## config.mk

```make
export PLATFORM = sky130hd
export DESIGN_NAME = idecoder_pipe
export DESIGN_NICKNAME = d
export VERILOG_FILES = /design/src/rtl/idecoder_pipe.sv
export SDC_FILE = /design/constraint.sdc
export NUM_CORES = 1
export LEC_CHECK = 0
export ABC_CLOCK_PERIOD_IN_PS = 11300
export BUFFER_PORTS_ARGS = -buffer_cell sky130_fd_sc_hd__buf_2
export CORE_AREA = 2 2 143 145
export DETAILED_ROUTE_END_ITERATION = 8
export DIE_AREA = 0 0 145 147
export GPL_ROUTABILITY_DRIVEN = 0
export PLACE_DENSITY = 0.73
export RECOVER_POWER = 25
export SYNTH_ARGS = -nofsm -noshare
export SYNTH_HDL_FRONTEND = slang
export SYNTH_SLANG_ARGS = --single-unit
export TNS_END_PERCENT = 20
```

## constraint.sdc

```tcl
create_clock -name clk -period 11.3 [get_ports clk]
set_clock_uncertainty 0.2 [all_clocks]
set_input_delay 0 -clock clk [delete_from_list [all_inputs] [get_ports clk]]
set_output_delay 0 -clock clk [all_outputs]
set_load 0.02 [all_outputs]
```

## src/rtl/idecoder_pipe.sv

```systemverilog
// Buffered RV32I(+M) instruction decode stage: input FIFO, combinational decode
// of the FIFO head, and a registered output stage with valid/ready handshake.

package idecoder_pkg;
  localparam int INST_WIDTH      = 32;
  localparam int IMM_WIDTH       = 32;
  localparam int REG_WIDTH       = 5;
  localparam int INST_TYPE_WIDTH = 4;
  localparam int FUNCT_WIDTH     = 5;

  // Instruction classes; 0 is reserved for illegal encodings.
  localparam logic [INST_TYPE_WIDTH-1:0] INST_TYPE_NONE    = 4'd0;
  localparam logic [INST_TYPE_WIDTH-1:0] INST_TYPE_IMM     = 4'd1;  // LUI
  localparam logic [INST_TYPE_WIDTH-1:0] INST_TYPE_INT_IMM = 4'd2;
  localparam logic [INST_TYPE_WIDTH-1:0] INST_TYPE_INT_REG = 4'd3;
  localparam logic [INST_TYPE_WIDTH-1:0] INST_TYPE_BRANCH  = 4'd4;
  localparam logic [INST_TYPE_WIDTH-1:0] INST_TYPE_JAL     = 4'd5;
  localparam logic [INST_TYPE_WIDTH-1:0] INST_TYPE_JALR    = 4'd6;
  localparam logic [INST_TYPE_WIDTH-1:0] INST_TYPE_LOAD    = 4'd7;
  localparam logic [INST_TYPE_WIDTH-1:0] INST_TYPE_STORE   = 4'd8;
  localparam logic [INST_TYPE_WIDTH-1:0] INST_TYPE_AUIPC   = 4'd9;
  localparam logic [INST_TYPE_WIDTH-1:0] INST_TYPE_FENCE   = 4'd10;

  // Operation codes; the M group is contiguous so funct3 can be added to FUNCT_MUL.
  localparam logic [FUNCT_WIDTH-1:0] FUNCT_NONE      = 5'd0;
  localparam logic [FUNCT_WIDTH-1:0] FUNCT_ADD       = 5'd1;
  localparam logic [FUNCT_WIDTH-1:0] FUNCT_SUB       = 5'd2;
  localparam logic [FUNCT_WIDTH-1:0] FUNCT_SLT       = 5'd3;
  localparam logic [FUNCT_WIDTH-1:0] FUNCT_SLTU      = 5'd4;
  localparam logic [FUNCT_WIDTH-1:0] FUNCT_XOR       = 5'd5;
  localparam logic [FUNCT_WIDTH-1:0] FUNCT_OR        = 5'd6;
  localparam logic [FUNCT_WIDTH-1:0] FUNCT_AND       = 5'd7;
  localparam logic [FUNCT_WIDTH-1:0] FUNCT_SLL       = 5'd8;
  localparam logic [FUNCT_WIDTH-1:0] FUNCT_SRL       = 5'd9;
  localparam logic [FUNCT_WIDTH-1:0] FUNCT_SRA       = 5'd10;
  localparam logic [FUNCT_WIDTH-1:0] FUNCT_EQ        = 5'd11;
  localparam logic [FUNCT_WIDTH-1:0] FUNCT_NEQ       = 5'd12;
  localparam logic [FUNCT_WIDTH-1:0] FUNCT_LT        = 5'd13;
  localparam logic [FUNCT_WIDTH-1:0] FUNCT_GE        = 5'd14;
  localparam logic [FUNCT_WIDTH-1:0] FUNCT_LTU       = 5'd15;
  localparam logic [FUNCT_WIDTH-1:0] FUNCT_GEU       = 5'd16;
  localparam logic [FUNCT_WIDTH-1:0] FUNCT_MEM_BYTE  = 5'd17;
  localparam logic [FUNCT_WIDTH-1:0] FUNCT_MEM_HWORD = 5'd18;
  localparam logic [FUNCT_WIDTH-1:0] FUNCT_MEM_WORD  = 5'd19;
  localparam logic [FUNCT_WIDTH-1:0] FUNCT_MEM_BYTEU = 5'd20;
  localparam logic [FUNCT_WIDTH-1:0] FUNCT_MEM_HWORDU= 5'd21;
  localparam logic [FUNCT_WIDTH-1:0] FUNCT_MUL       = 5'd22;
  localparam logic [FUNCT_WIDTH-1:0] FUNCT_MULH      = 5'd23;
  localparam logic [FUNCT_WIDTH-1:0] FUNCT_MULHSU    = 5'd24;
  localparam logic [FUNCT_WIDTH-1:0] FUNCT_MULHU     = 5'd25;
  localparam logic [FUNCT_WIDTH-1:0] FUNCT_DIV       = 5'd26;
  localparam logic [FUNCT_WIDTH-1:0] FUNCT_DIVU      = 5'd27;
  localparam logic [FUNCT_WIDTH-1:0] FUNCT_REM       = 5'd28;
  localparam logic [FUNCT_WIDTH-1:0] FUNCT_REMU      = 5'd29;

  localparam logic [6:0] OP_LUI    = 7'b0110111;
  localparam logic [6:0] OP_AUIPC  = 7'b0010111;
  localparam logic [6:0] OP_JAL    = 7'b1101111;
  localparam logic [6:0] OP_JALR   = 7'b1100111;
  localparam logic [6:0] OP_BRANCH = 7'b1100011;
  localparam logic [6:0] OP_LOAD   = 7'b0000011;
  localparam logic [6:0] OP_STORE  = 7'b0100011;
  localparam logic [6:0] OP_IMM    = 7'b0010011;
  localparam logic [6:0] OP_REG    = 7'b0110011;
  localparam logic [6:0] OP_FENCE  = 7'b0001111;

  typedef struct packed {
    logic [INST_TYPE_WIDTH-1:0] inst_type;
    logic [FUNCT_WIDTH-1:0]     funct;
    logic [IMM_WIDTH-1:0]       imm;
    logic [REG_WIDTH-1:0]       rd;
    logic [REG_WIDTH-1:0]       rs1;
    logic [REG_WIDTH-1:0]       rs2;
    logic                       illegal;
  } dec_t;
endpackage

module idecoder_pipe
  import idecoder_pkg::*;
#(
  parameter int DEPTH    = 2,
  parameter int ENABLE_M = 0,
  parameter int PC_WIDTH = 32
) (
  input  logic                       clk,
  input  logic                       rst,
  input  logic                       flush,
  input  logic [INST_WIDTH-1:0]      inst,
  input  logic [PC_WIDTH-1:0]        inst_pc,
  input  logic                       inst_valid,
  output logic                       inst_ready,
  output logic                       dec_valid,
  input  logic                       dec_ready,
  output logic [PC_WIDTH-1:0]        dec_pc,
  output logic [IMM_WIDTH-1:0]       imm,
  output logic [INST_TYPE_WIDTH-1:0] inst_type,
  output logic [REG_WIDTH-1:0]       rd,
  output logic [REG_WIDTH-1:0]       rs1,
  output logic [REG_WIDTH-1:0]       rs2,
  output logic [FUNCT_WIDTH-1:0]     funct,
  output logic                       illegal
);

  localparam int PTR_W = (DEPTH > 1) ? $clog2(DEPTH) : 1;
  localparam int CNT_W = $clog2(DEPTH + 1);

  logic [INST_WIDTH-1:0] mem_inst [DEPTH];
  logic [PC_WIDTH-1:0]   mem_pc   [DEPTH];
  logic [PTR_W-1:0]      wr_ptr, rd_ptr;
  logic [CNT_W-1:0]      count;
  logic                  push, pop;
  logic [INST_WIDTH-1:0] head;
  dec_t                  dec;

  assign inst_ready = (count != CNT_W'(DEPTH));
  assign push       = inst_valid && inst_ready;
  assign pop        = (count != '0) && (!dec_valid || dec_ready);
  assign head       = mem_inst[rd_ptr];

  function automatic logic [PTR_W-1:0] ptr_inc(input logic [PTR_W-1:0] p);
    return (p == PTR_W'(DEPTH - 1)) ? '0 : p + 1'b1;
  endfunction

  // FIFO storage write.
  // NOTE: the storage array has no reset; count/pointers alone define validity, so stale entries are never observed.
  always_ff @(posedge clk) begin
    if (push && !flush) begin
      mem_inst[wr_ptr] <= inst;
      mem_pc[wr_ptr]   <= inst_pc;
    end
  end

  // FIFO pointers and occupancy; reset beats flush beats push/pop.
  // NOTE: all sequential state uses non-blocking assignments so every register samples pre-edge values.
  always_ff @(posedge clk) begin
    if (!rst || flush) begin
      wr_ptr <= '0;
      rd_ptr <= '0;
      count  <= '0;
    end else begin
      if (push) wr_ptr <= ptr_inc(wr_ptr);
      if (pop)  rd_ptr <= ptr_inc(rd_ptr);
      if (push && !pop)      count <= count + 1'b1;
      else if (pop && !push) count <= count - 1'b1;
    end
  end

  // Combinational decode of the FIFO head; any unsupported encoding collapses to zeros + illegal.
  // NOTE: every field gets a default before the case so no path can infer a latch.
  always_comb begin
    logic [2:0] f3;
    logic [6:0] f7;
    logic       ok;
    f3  = head[14:12];
    f7  = head[31:25];
    ok  = 1'b0;
    dec = '0;
    case (head[6:0])
      OP_LUI, OP_AUIPC: begin
        dec.inst_type = (head[6:0] == OP_LUI) ? INST_TYPE_IMM : INST_TYPE_AUIPC;
        dec.rd        = head[11:7];
        dec.imm       = {head[31:12], 12'b0};
        ok            = 1'b1;
      end
      OP_JAL: begin
        dec.inst_type = INST_TYPE_JAL;
        dec.rd        = head[11:7];
        dec.imm       = {{12{head[31]}}, head[19:12], head[20], head[30:21], 1'b0};
        ok            = 1'b1;
      end
      OP_JALR: begin
        dec.inst_type = INST_TYPE_JALR;
        dec.rd        = head[11:7];
        dec.rs1       = head[19:15];
        dec.imm       = {{20{head[31]}}, head[31:20]};
        ok            = (f3 == 3'd0);
      end
      OP_BRANCH: begin
        dec.inst_type = INST_TYPE_BRANCH;
        dec.rs1       = head[19:15];
        dec.rs2       = head[24:20];
        dec.imm       = {{20{head[31]}}, head[7], head[30:25], head[11:8], 1'b0};
        ok            = 1'b1;
        case (f3)
          3'd0:    dec.funct = FUNCT_EQ;
          3'd1:    dec.funct = FUNCT_NEQ;
          3'd4:    dec.funct = FUNCT_LT;
          3'd5:    dec.funct = FUNCT_GE;
          3'd6:    dec.funct = FUNCT_LTU;
          3'd7:    dec.funct = FUNCT_GEU;
          default: ok = 1'b0;
        endcase
      end
      OP_LOAD: begin
        dec.inst_type = INST_TYPE_LOAD;
        dec.rd        = head[11:7];
        dec.rs1       = head[19:15];
        dec.imm       = {{20{head[31]}}, head[31:20]};
        ok            = 1'b1;
        case (f3)
          3'd0:    dec.funct = FUNCT_MEM_BYTE;
          3'd1:    dec.funct = FUNCT_MEM_HWORD;
          3'd2:    dec.funct = FUNCT_MEM_WORD;
          3'd4:    dec.funct = FUNCT_MEM_BYTEU;
          3'd5:    dec.funct = FUNCT_MEM_HWORDU;
          default: ok = 1'b0;
        endcase
      end
      OP_STORE: begin
        dec.inst_type = INST_TYPE_STORE;
        dec.rs1       = head[19:15];
        dec.rs2       = head[24:20];
        dec.imm       = {{20{head[31]}}, head[31:25], head[11:7]};
        ok            = 1'b1;
        case (f3)
          3'd0:    dec.funct = FUNCT_MEM_BYTE;
          3'd1:    dec.funct = FUNCT_MEM_HWORD;
          3'd2:    dec.funct = FUNCT_MEM_WORD;
          default: ok = 1'b0;
        endcase
      end
      OP_IMM: begin
        dec.inst_type = INST_TYPE_INT_IMM;
        dec.rd        = head[11:7];
        dec.rs1       = head[19:15];
        dec.imm       = {{20{head[31]}}, head[31:20]};
        ok            = 1'b1;
        case (f3)
          3'd0: dec.funct = FUNCT_ADD;
          3'd2: dec.funct = FUNCT_SLT;
          3'd3: dec.funct = FUNCT_SLTU;
          3'd4: dec.funct = FUNCT_XOR;
          3'd6: dec.funct = FUNCT_OR;
          3'd7: dec.funct = FUNCT_AND;
          3'd1: begin
            dec.imm   = {27'b0, head[24:20]};
            dec.funct = FUNCT_SLL;
            ok        = (f7 == 7'h00);
          end
          default: begin
            dec.imm   = {27'b0, head[24:20]};
            dec.funct = (f7 == 7'h20) ? FUNCT_SRA : FUNCT_SRL;
            ok        = (f7 == 7'h00) || (f7 == 7'h20);
          end
        endcase
      end
      OP_REG: begin
        dec.inst_type = INST_TYPE_INT_REG;
        dec.rd        = head[11:7];
        dec.rs1       = head[19:15];
        dec.rs2       = head[24:20];
        ok            = 1'b1;
        if (f7 == 7'h00) begin
          case (f3)
            3'd0: dec.funct = FUNCT_ADD;
            3'd1: dec.funct = FUNCT_SLL;
            3'd2: dec.funct = FUNCT_SLT;
            3'd3: dec.funct = FUNCT_SLTU;
            3'd4: dec.funct = FUNCT_XOR;
            3'd5: dec.funct = FUNCT_SRL;
            3'd6: dec.funct = FUNCT_OR;
            default: dec.funct = FUNCT_AND;
          endcase
        end else if (f7 == 7'h20 && f3 == 3'd0) begin
          dec.funct = FUNCT_SUB;
        end else if (f7 == 7'h20 && f3 == 3'd5) begin
          dec.funct = FUNCT_SRA;
        end else if (f7 == 7'h01 && ENABLE_M != 0) begin
          dec.funct = FUNCT_MUL + FUNCT_WIDTH'(f3);
        end else begin
          ok = 1'b0;
        end
      end
      OP_FENCE: begin
        dec.inst_type = INST_TYPE_FENCE;
        ok            = 1'b1;
      end
      default: ok = 1'b0;
    endcase
    if (!ok) begin
      dec         = '0;
      dec.illegal = 1'b1;
    end
  end

  // Output register: loads the decoded head when empty or being drained, holds under backpressure.
  always_ff @(posedge clk) begin
    if (!rst) begin
      dec_valid <= 1'b0;
      dec_pc    <= '0;
      inst_type <= '0;
      funct     <= '0;
      imm       <= '0;
      rd        <= '0;
      rs1       <= '0;
      rs2       <= '0;
      illegal   <= 1'b0;
    end else if (flush) begin
      dec_valid <= 1'b0;
    end else if (pop) begin
      dec_valid <= 1'b1;
      dec_pc    <= mem_pc[rd_ptr];
      inst_type <= dec.inst_type;
      funct     <= dec.funct;
      imm       <= dec.imm;
      rd        <= dec.rd;
      rs1       <= dec.rs1;
      rs2       <= dec.rs2;
      illegal   <= dec.illegal;
    end else if (dec_ready) begin
      dec_valid <= 1'b0;
    end
  end

endmodule
```

; After elaboration in Yosys (flattened, before gate mapping)
; Memories as Yosys holds them, arrays and structs flattened. A register that Yosys moved wholly into a read port is not among the register bits.
; Cells that the tools add are included.
[totals]
register_bits = 62
mem_bits_rw = 128
in_bits = 69
output_inout_bits = 91
wordCells = 107
n_memories = 2
[op_classes]
add_sub_neg = 4
n_eq_ne = 19
n_mux = 36
n_bitwise = 2
reduce_logical = 33
[mem_list]
columns = name, depth, width, rd, rd_ports_with_merged_regs, wr, line
row1 = mem_inst, 2, 32, 1, 1, 1, 107  ; logic [INST_WIDTH-1:0] mem_inst [DEPTH];
row2 = mem_pc, 2, 32, 1, 1, 1, 108  ; logic [PC_WIDTH-1:0] mem_pc [DEPTH];
[op_table]
columns = operator, count
row1 = case mux 32 bit (6 select lines), 1
row2 = 2-to-1 mux 57 bit, 1
row3 = case mux 4 bit (7 select lines), 2
row4 = case mux 5 bit (5 select lines), 2
row5 = case mux 4 bit (9 select lines), 1
row6 = 2-to-1 mux 32 bit, 1
row7 = case mux 5 bit (6 select lines), 1
row8 = == test 7 x 6 -> 1 bit (second input constant), 4
row9 = == test 7 bit (second input constant), 3
row10 = 2-to-1 mux 5 bit, 4
row11 = OR reduction 6 bit, 3
row12 = case mux 5 bit (3 select lines), 1
row13 = == test 7 x 5 -> 1 bit (second input constant), 2
row14 = 2-to-1 mux 1 bit, 14
row15 = == test 3 bit (second input constant), 4
row16 = 2-to-1 mux 4 bit, 3
row17 = == test 7 x 2 -> 1 bit (second input constant), 1
row18 = == test 7 x 4 -> 1 bit (second input constant), 1
row19 = logical AND 1 bit, 7
row20 = logical NOT 7 bit, 1
row21 = case mux 1 bit (7 select lines), 1
row22 = OR reduction 7 bit, 1
row23 = == test 3 x 2 -> 1 bit (second input constant), 2
row24 = logical NOT 1 bit, 6
row25 = other kinds (16), 27

; Longest topological paths before layout
; Gate-level depths: netlist of the first run.
[depth]
word_depth = 7
mapped_depth = 11
ltp_nobuf = 7

; Least setup slack after synthesis of the first run
; No wires, ideal clock.
[synth_path]
kind = register to register
start = register count[0]
end = memory mem_inst[1][0] (enable)
setup_time_ns = 0.579
t_arrival_ns = 5.498
required_time_ns = 10.521
path_slack_ns = 5.022
stages_incl_launch_ff = 4
path_buffers = 0
path_cell_list = dfxtp_1 -> nand2b_1 -> nand2_1 -> nor3b_1
[synth_between]
elab_chain_cells = 5
[synth_lines]
columns = element, line
row1 = start: declaration, 110  ; logic [CNT_W-1:0] count;
row2 = start signal: assignment, 143  ; if (push && !pop) count <= count + 1'b1;
row3 = start signal: assignment, 144  ; else if (pop && !push) count <= count - 1'b1;
row4 = inequality test 2 bit, 115  ; assign inst_ready = (count != CNT_W'(DEPTH));
row5 = net inst_ready, 91  ; output logic inst_ready,
row6 = logical AND 1 bit, 116  ; assign push = inst_valid && inst_ready;
row7 = logical AND 1 bit, 127  ; if (push && !flush) begin
row8 = 2-to-1 mux 1 bit, 127
row9 = 2-to-1 mux 1 bit (implied by the code), 128  ; mem_inst[wr_ptr] <= inst;
row10 = end: declaration, 107
; The timed path passes the listed nets, and every way through them passes these cells.

==> results of run 1 <==
[worst paths after layout]
check | from | end | depth (start not counted)
setup / recovery | flip-flop | imm[7] | 8
hold / removal | inst[12] | mem_inst[1][12] | 2
setup reg to reg | flip-flop | imm[7] | 8
hold reg to reg | inst_type[2] | inst_type[2] | 2
[layout make-up]
class	instances	share of cell area
clock buffer	32	0.0555
sequential	223	0.506
inverter	4	0.00132
clock inverter	12	0.0106
timing repair buffer	250	0.145
tap	270	0.0298
multi-input combinational	393	0.252
[per-layer routing]
layer	part of all wire	up-vias	track usage
met5	0	-	0
met4	0.023	0	0.0530
met3	0.067	41	0.0484
met2	0.49	233	0.331
met1	0.42	3034	0.237
li1	-	2998	-
[state kept, by name, summed over array words and instances, names as in the netlist, 2 cells and up, named ones only]
| signal | cells |
|---|---|
| rs1 | 5 |
| inst_type | 4 |
| mem_inst | 64 |
| mem_pc | 64 |
| rs2 | 5 |
| rd | 5 |
| dec_pc | 32 |
| imm | 32 |
| funct | 5 |
| count | 2 |
[cells in the final DEF, fill, tap and decap left out, drive strengths merged, types with 5 or more instances in the layout]
cell,n
nand2,88
edfxtp,128
clkbuf,70
o22ai,6
mux2i,46
a32o,6
nand2b,7
o21ai,33
nand3,12
clkinv,10
o211a,32
a21oi,7
nor3,8
nand4,6
mux2,19
a22o,37
nor2,21
a31oi,5
buf,128
dfxtp,95
dlygate4sd3,84
[cells by family (layout without fill, tap and decap cells)]
group | after synthesis | in the layout | synth area share
xor+xnor | 4 | 4 | 0.00400
buf+inv | 37 | 298 | 0.0199
simple gates | 165 | 165 | 0.0918
mux | 65 | 65 | 0.0783
fa+ha+maj | 1 | 1 | 0.00143
flops | 223 | 223 | 0.656
compound gates | 158 | 158 | 0.148
[report_power, final]
group / internal [mW] / leakage [nW] / total (mW) / switching, mW
combinational: 0.0901 / 2.34 / 0.218 / 0.128
sequential: 0.899 / 1.94 / 0.924 / 0.0251
clock: 0.439 / 0.366 / 0.742 / 0.303
total: 1.43 / 4.65 / 1.88 / 0.456
[what timing repair did]
action                                 CTS  global route
gates resized for setup                  0             0
setup endpoints to repair                0             0
hold buffers                            84             0
endpoints found under the hold margin  221             0
==> metrics.yaml, run 1 <==
diodes: 0
grtUsageTotal: 0.191
outcome: "finished clean"
antenna_found_initial: 1
drt_pass1_iterations: 5
cp-start-kind: "flip-flop"
vias: 6306
ys_top_cells_by_count: "edfxtp_1, dfxtp_1, nand2_1, mux2i_1, a22o_1"
relSlewSlack: 0.220
holdWs_ns: 0.0181
grt_pass1_wl_um: 33100
die_w_um: 145
cap_violations: 0
dpl-instance-area_um2: 9810
worst_pin_slew_ns: 1.17
totalPowerFinal_mw: 1.88
root_buffer: "clkbuf_16"
ant_nets: 0
cp.arrival_ns: 4.22
yosys_warnings: 0
synth-seq-cells: 223
stdcell_area_um2: 11400
reg2reg_slack_ns: 7.33
synth_area_leader_cell: "edfxtp_1"
cts_tree: "done"
syn_area_um2: 8750
clk_pin_slew_ns: 0.06
slew_violations: 0
nFillCells: 1633
slowest_stage: "a21boi_4"
first_iter_violations: 463
hpwl_um: 13000
synth_edf_count: 128
clock_sinks: 223
drt-wirelength-per-cell_um: 17.4
overflow: 0
avgSynthCellArea_um2: 13.4
critPathKind: "flip-flop to flip-flop"
insertion_delay_ns: 0.52
synthTopCellsByArea: "edfxtp_1, dfxtp_1, mux2i_1"
path_cells: "buf_4 -> mux2_2 -> nor3_2 -> o21a_2 -> nor4_4 -> a31oi_2 -> a21boi_4 -> a32o_1"
critPathMaxStageDelay_ns: 0.76
core_area_um2: 19800
yosysUniqueCellTypes: 70
h-tree-depth: 1
end_kind: "flip-flop"
syn_to_final_growth_pct: 29.7
multi_input_area_um2: 2860
dp.cells: 1056
cts_setup_buffers: 0
cts_buffer_depth: 3
ys.flop_type: "edfxtp_1"
io_buffers: 159
drive_above_1_share: 0.221
period_share: 0.351
cp_max_fo: 57
critical-path-top-delay-family: "compound AO/OA/AOI/OAI gates"
yosysMostFrequentCell: "edfxtp_1"
wirelength_um: 20600
drc: 0
final-setup-viol-count: 0
powerDensity_nw_per_um2: 166
viasPerCell: 5.33
final_nets: 966
hold_path.class: "input pin to flip-flop"
seq_area_um2: 5750
vdd_drop_max_mv: 0.142
start_util: 0.441
fin_setup_tns_ns: 0
synth-async-reset-ratio: 0
synth_fp_nets: 723
crit_buf_inv: 1
min_period_ns: 3.97
synth_top_area_share: 0.439
stdcell_count: 1184
hold_viol: 0
die_area_um2: 21300
grt_max_degree: 58
synth-seq-area-share: 0.656
dp_slack_ns: 7.41
num_rows: 52
fmax_ghz: 0.252
finalWorstSetupSlack_ns: 7.33
final_util: 0.572
rsz0062_at_grt: "no"
cp_data_required_time_ns: 11.56
dieHeight_um: 147
netlist_instances: 653
cellLeakagePower_nw: 4.65
grt_pass1_vias: 6366
cts_buffers: 24
ios: 160
(Power assumes the default switching activity.)
==> run 2, diff against run 1 <==
ABC_AREA = 1   (was default)
ABC_CLOCK_PERIOD_IN_PS = 3200   (was 11300)
CORE_AREA = 2 2 147 149   (was 2 2 143 145)
DIE_AREA = 0 0 149 151   (was 0 0 145 147)
PLACE_DENSITY = 0.75   (was 0.73)
clock period = 3.2 ns   (was 11.3 ns; I/O delays follow)
==> run 2 against run 1 <==
Maximum frequency increased by 39%. Via count grew 22%. Count of clock-buffer cells in the layout increased by 6. Area after synthesis increased by 5.8%. Sequential power rose to 3.5 times the previous value. Clock power grew to 3.5 times the previous value. Combinational power grew to 3.8 times the previous value. Critical endpoint is now imm[19].
==> metrics.yaml, run 2 <==
clk_pin_slew_ns: 0.06
viasPerCell: 5.07
first_iter_violations: 480
yosysMostFrequentCell: "nand2_1"
min-delay-start: "inst[2]"
grt_pass1_wl_um: 36600
hold_path.class: "input pin to flip-flop"
clock_sinks: 223
reg2reg_to: "imm[19]"
cp_max_fo: 48
stdcell_area_um2: 12100
avgSynthCellArea_um2: 9.60
drt_pass1_iterations: 5
yosysUniqueCellTypes: 31
final-setup-viol-count: 0
final_common_cell: "nand2_1"
vias: 7684
ys.flop_type: "edfxtp_1"
period_share: 0.891
core_area_um2: 20800
overflow: 0
cellLeakagePower_nw: 5.13
relSlewSlack: 0.266
powerDensity_nw_per_um2: 551
fmax_ghz: 0.351
synth-seq-area-share: 0.620
h-tree-depth: 1
totalPowerFinal_mw: 6.66
whs_path_depth: 2
syn_to_final_growth_pct: 30.4
root_buffer: "clkbuf_16"
critPathMaxStageDelay_ns: 0.42
cap_violations: 0
die_w_um: 149
cts_tree: "done"
end_kind: "flip-flop"
p_comb_frac: 0.125
hpwl_um: 14500
power.internal_mw: 4.96
hold_viol: 0
grtUsageTotal: 0.205
final_util: 0.580
worst_pin_slew_ns: 1.10
cp_data_required_time_ns: 3.45
synth-seq-cells: 223
synth_area_leader_cell: "edfxtp_1"
start_util: 0.445
cp_common_cell: "nand2_1"
vdd_drop_max_mv: 0.430
drc: 0
synth_top_area_share: 0.415
final_cell_mix: "nand2_1, buf_2, edfxtp_1"
drive_above_1_share: 0.195
dp_slack_ns: 0.373
critical-path-top-delay-family: "simple AND/OR/NAND/NOR gates"
dieHeight_um: 151
drt-wirelength-per-cell_um: 15.5
clockPowerShare: 0.388
ys_top_cells_by_count: "nand2_1, edfxtp_1, dfxtp_1, o21ai_0, a21oi_1"
holdPathEnd: "mem_inst[0][2]"
reg2reg_slack_ns: 0.35
cp-start-kind: "flip-flop"
grt_max_degree: 111
grt_pass1_vias: 7260
io_buffers: 159
num_rows: 53
crit_buf_inv: 2
slew_violations: 0
synth-async-reset-ratio: 0
synth_edf_count: 128
synth_fp_nets: 1035
min_period_ns: 2.85
p_switching_mw: 1.70
antenna_found_initial: 2
final_nets: 1291
wirelength_um: 23500
rsz0062_at_grt: "no"
worstRegToRegCells: 12
cp.arrival_ns: 3.10
cts_buffer_depth: 3
finalWorstSetupSlack_ns: 0.349
critPathKind: "flip-flop to flip-flop"
synthTopCellsByArea: "edfxtp_1, dfxtp_1, nand2_1"
netlist_instances: 965
top_regs: "mem_inst: 64 flops, mem_pc: 64 flops"
p_seq_frac: 0.486
syn_area_um2: 9270
cts_buffers: 24
ant_nets: 0
p_sw_frac: 0.255
path_cells: "buf_4 -> nand2_1 -> nand2_1 -> nand2_2 -> nor2_8 -> nand2_4 -> o21ai_2 -> nor2_1 -> nand3_4 -> buf_12 -> nand3_1 -> a21oi_1"
dpl-instance-area_um2: 10300
slowest_stage: "buf_4"
insertion_delay_ns: 0.53
yosys_warnings: 0
die_area_um2: 22500
ios: 160
outcome: "finished clean"
[run 2: cell type report]
class	count	area (um2)
antenna	2	5.00
clock buffer	38	694
clock inverter	5	51.3
fill	1791	8740
inverter	60	225
multi-input combinational	633	3050
sequential	223	5750
tap	275	344
timing repair buffer	279	1970
[run 2: worst register-to-register path, delay by kind of cell, from the launching register on]
| family | cells | cell delay, ns |
|---|---|---|
| simple gates | 8 | 1.25 |
| buf+inv | 2 | 0.66 |
| flops | 1 | 0.35 |
| compound gates | 2 | 0.32 |
[run 2: repair_timing]
item	CTS	global route
hold buffers	107	0
hold endpoints to repair	187	0
setup buffers	0	0
gates resized for setup	0	0
[run 2: metal layers]
metal,wire (um),track usage,part of all wire
met5,0,0,0
met4,504,0.0590,0.021
met3,1850,0.0428,0.079
met2,11300,0.355,0.48
met1,9830,0.261,0.42
[run 2: power groups by stage]
| stage | combinational [mW] | clock, mW | sequential [mW] |
|---|---|---|---|
| 2_1_floorplan | 0.401 | 0 | 3.37 |
| 3_3_place_gp | 0.705 | 0 | 3.29 |
| 3_5_place_dp | 0.720 | 0 | 3.29 |
| 4_1_cts | 0.824 | 2.63 | 3.24 |
| 5_1_grt | 0.916 | 2.73 | 3.25 |
| 6_report | 0.835 | 2.59 | 3.24 |
[run 2: metrics by stage]
stage | hold WS, ns | instances | TNS [ns]
floorplan | -0.101 | 965 | -87.51
global placement | -0.0128 | 1363 | 0
detailed placement | -0.00935 | 1363 | 0
CTS | 0.000492 | 1513 | 0
global route | 0.0170 | 1515 | 0
finish | 0.00606 | 1515 | 0
[run 2: cell families (layout without fill, tap and decap cells)]
family          count (synthesis)  after routing  share of synthesized area
compound gates                178            178                      0.103
flops                         223            223                      0.620
other cells                     0              2                          0
simple gates                  454            454                      0.222
fa+ha+maj                       1              1                    0.00135
buf+inv                       109            382                     0.0542
[run 2: worst max-delay path by stage]
stage | startpoint | end | slack (ns) | cells past startpoint
global placement | flip-flop | imm[1] | 0.48 | 12
CTS | flip-flop | imm[19] | 0.34 | 12
detailed placement | flip-flop | imm[19] | 0.37 | 12
finish | flip-flop | imm[19] | 0.35 | 12
global route | flip-flop | imm[6] | 0.07 | 12
floorplan | count[0] | mem_inst[0][0] | -0.68 | 4
==> run 3, diff against run 2 <==
CORE_AREA = 2 2 140 142   (was 2 2 147 149)
DIE_AREA = 0 0 142 144   (was 0 0 149 151)
MAX_ROUTING_LAYER = met4   (was default)
PLACE_DENSITY = 0.81   (was 0.75)
==> run 3 against run 2 <==
Flip-flop and latch count unchanged. Largest power group unchanged. Maximum frequency increased by 13%. Largest cell class unchanged. Global-route usage increased by 2.9 points. Critical path depth unchanged.
==> metrics.yaml, run 3 (same netlist as run 2, synthesis figures left out) <==
outcome: "finished clean"
seq_area_um2: 5750
final_nets: 1278
h-tree-depth: 1
totalPowerFinal_mw: 6.73
clockPowerShare: 0.396
cellLeakagePower_nw: 5.04
hold_path.class: "input pin to flip-flop"
period_share: 0.788
dieHeight_um: 144
syn_to_final_growth_pct: 28.4
clk_pin_slew_ns: 0.06
ios: 160
ant_nets: 0
ctsResizeCount: 0
min-delay-start: "inst[15]"
stdcell_count: 1466
cp_max_fo: 52
top_regs: "mem_inst: 64 flops, mem_pc: 64 flops"
antenna_found_initial: 3
worst_pin_slew_ns: 1.08
vdd_drop_max_mv: 0.455
clock_sinks: 223
cp_data_required_time_ns: 3.45
slew_violations: 0
p_switching_mw: 1.72
wirelength_um: 23700
critPathKind: "flip-flop to flip-flop"
drt-wirelength-per-cell_um: 16.2
p_sw_frac: 0.256
grt_max_degree: 111
cp.arrival_ns: 2.77
hold_viol: 0
overflow: 0
nFillCells: 1480
relSlewSlack: 0.281
end_kind: "flip-flop"
drt_pass1_iterations: 6
grt_pass1_vias: 7245
die_w_um: 142
grt_pass1_wl_um: 37000
die_area_um2: 20400
vias: 7739
dpl-instance-area_um2: 10200
worstRegToRegCells: 12
cts_hold_buf: 93
hpwl_um: 14600
fmax_ghz: 0.397
stdcell_area_um2: 11900
whs_path_depth: 2
final_util: 0.623
cts_buffer_depth: 3
core_area_um2: 19100
final_common_cell: "nand2_1"
power.internal_mw: 5.00
rsz0062_at_grt: "no"
min_period_ns: 2.52
first_iter_violations: 702
start_util: 0.486
cp-start-kind: "flip-flop"
multi_input_area_um2: 3050
cts_buffers: 24
powerDensity_nw_per_um2: 565
final_cell_mix: "nand2_1, edfxtp_1, buf_2"
drive_above_1_share: 0.188
p_comb_frac: 0.123
dp.cells: 1327
root_buffer: "clkbuf_16"
p_seq_frac: 0.481
io_buffers: 159
num_rows: 51
cts_setup_buffers: 0
viasPerCell: 5.28
cap_violations: 0
cts_tree: "done"
final-setup-viol-count: 0
insertion_delay_ns: 0.52
grtUsageTotal: 0.234
drc: 0
[run 3: cell count changes in the layout (fill, tap and decap cells not counted)]
cell / change
buf_2: -17
dlygate4sd3_1: -14
clkbuf_1: +13
clkinv_2: +3
bufinv_16: +2
clkbuf_8: -2
clkinvlp_4: +2
buf_1: -1
buf_4: +1
clkbuf_16: -1
clkbuf_2: +1
clkinv_16: -1
clkinv_8: +1
diode_2: +1
[run 3: final timing paths]
check | end | slack [ns]
worst min register to register | imm[6] | 0.26
worst min-delay path | mem_inst[0][15] | 0.007
worst max register to register | rd[3] | 0.68
worst max-delay path | rd[3] | 0.68
[run 3: worst max-delay path, stage by stage, from the launching register on]
cell and delay (ns):
dfxtp_1 0.34, buf_4 0.31, nand2_1 0.09, nand2_1 0.20, nand3_4 0.14, nor2_1 0.27, nand2_1 0.12, o21ai_2 0.09
nor2_1 0.09, nand3_4 0.07, buf_12 0.24, nand3_1 0.12, a21oi_1 0.16
[run 3: per-stage QoR]
stage	hold slack (ns)	setup TNS, ns	worst slack [ns]
2_1_floorplan	-0.101	-87.51	-0.684
3_3_place_gp	-0.0130	0	0.758
3_5_place_dp	-0.00895	0	0.711
4_1_cts	0.000526	0	0.689
5_1_grt	0.0146	0	0.364
6_report	0.00676	0	0.680
[run 3: area by class of cell]
cell class                 instances  share of cell area
antenna                            3            0.000631
clock buffer                      31              0.0527
clock inverter                    12              0.0107
inverter                          60              0.0189
multi-input combinational        633               0.256
sequential                       223               0.483
tap                              238              0.0250
timing repair buffer             266               0.153
[run 3: layer usage]
layer  routed length, um  track usage
met1                9730        0.299
met2               11400        0.390
met3                1890       0.0384
met4                 645       0.0658
met5                   0            -
[run 3: power groups by stage]
stage / Clock [mW] / Combinational, mW / Sequential, mW
6_report: 2.66 / 0.826 / 3.24
3_3_place_gp: 0 / 0.701 / 3.29
2_1_floorplan: 0 / 0.401 / 3.37
4_1_cts: 2.68 / 0.815 / 3.23
3_5_place_dp: 0 / 0.721 / 3.29
5_1_grt: 2.81 / 0.905 / 3.25
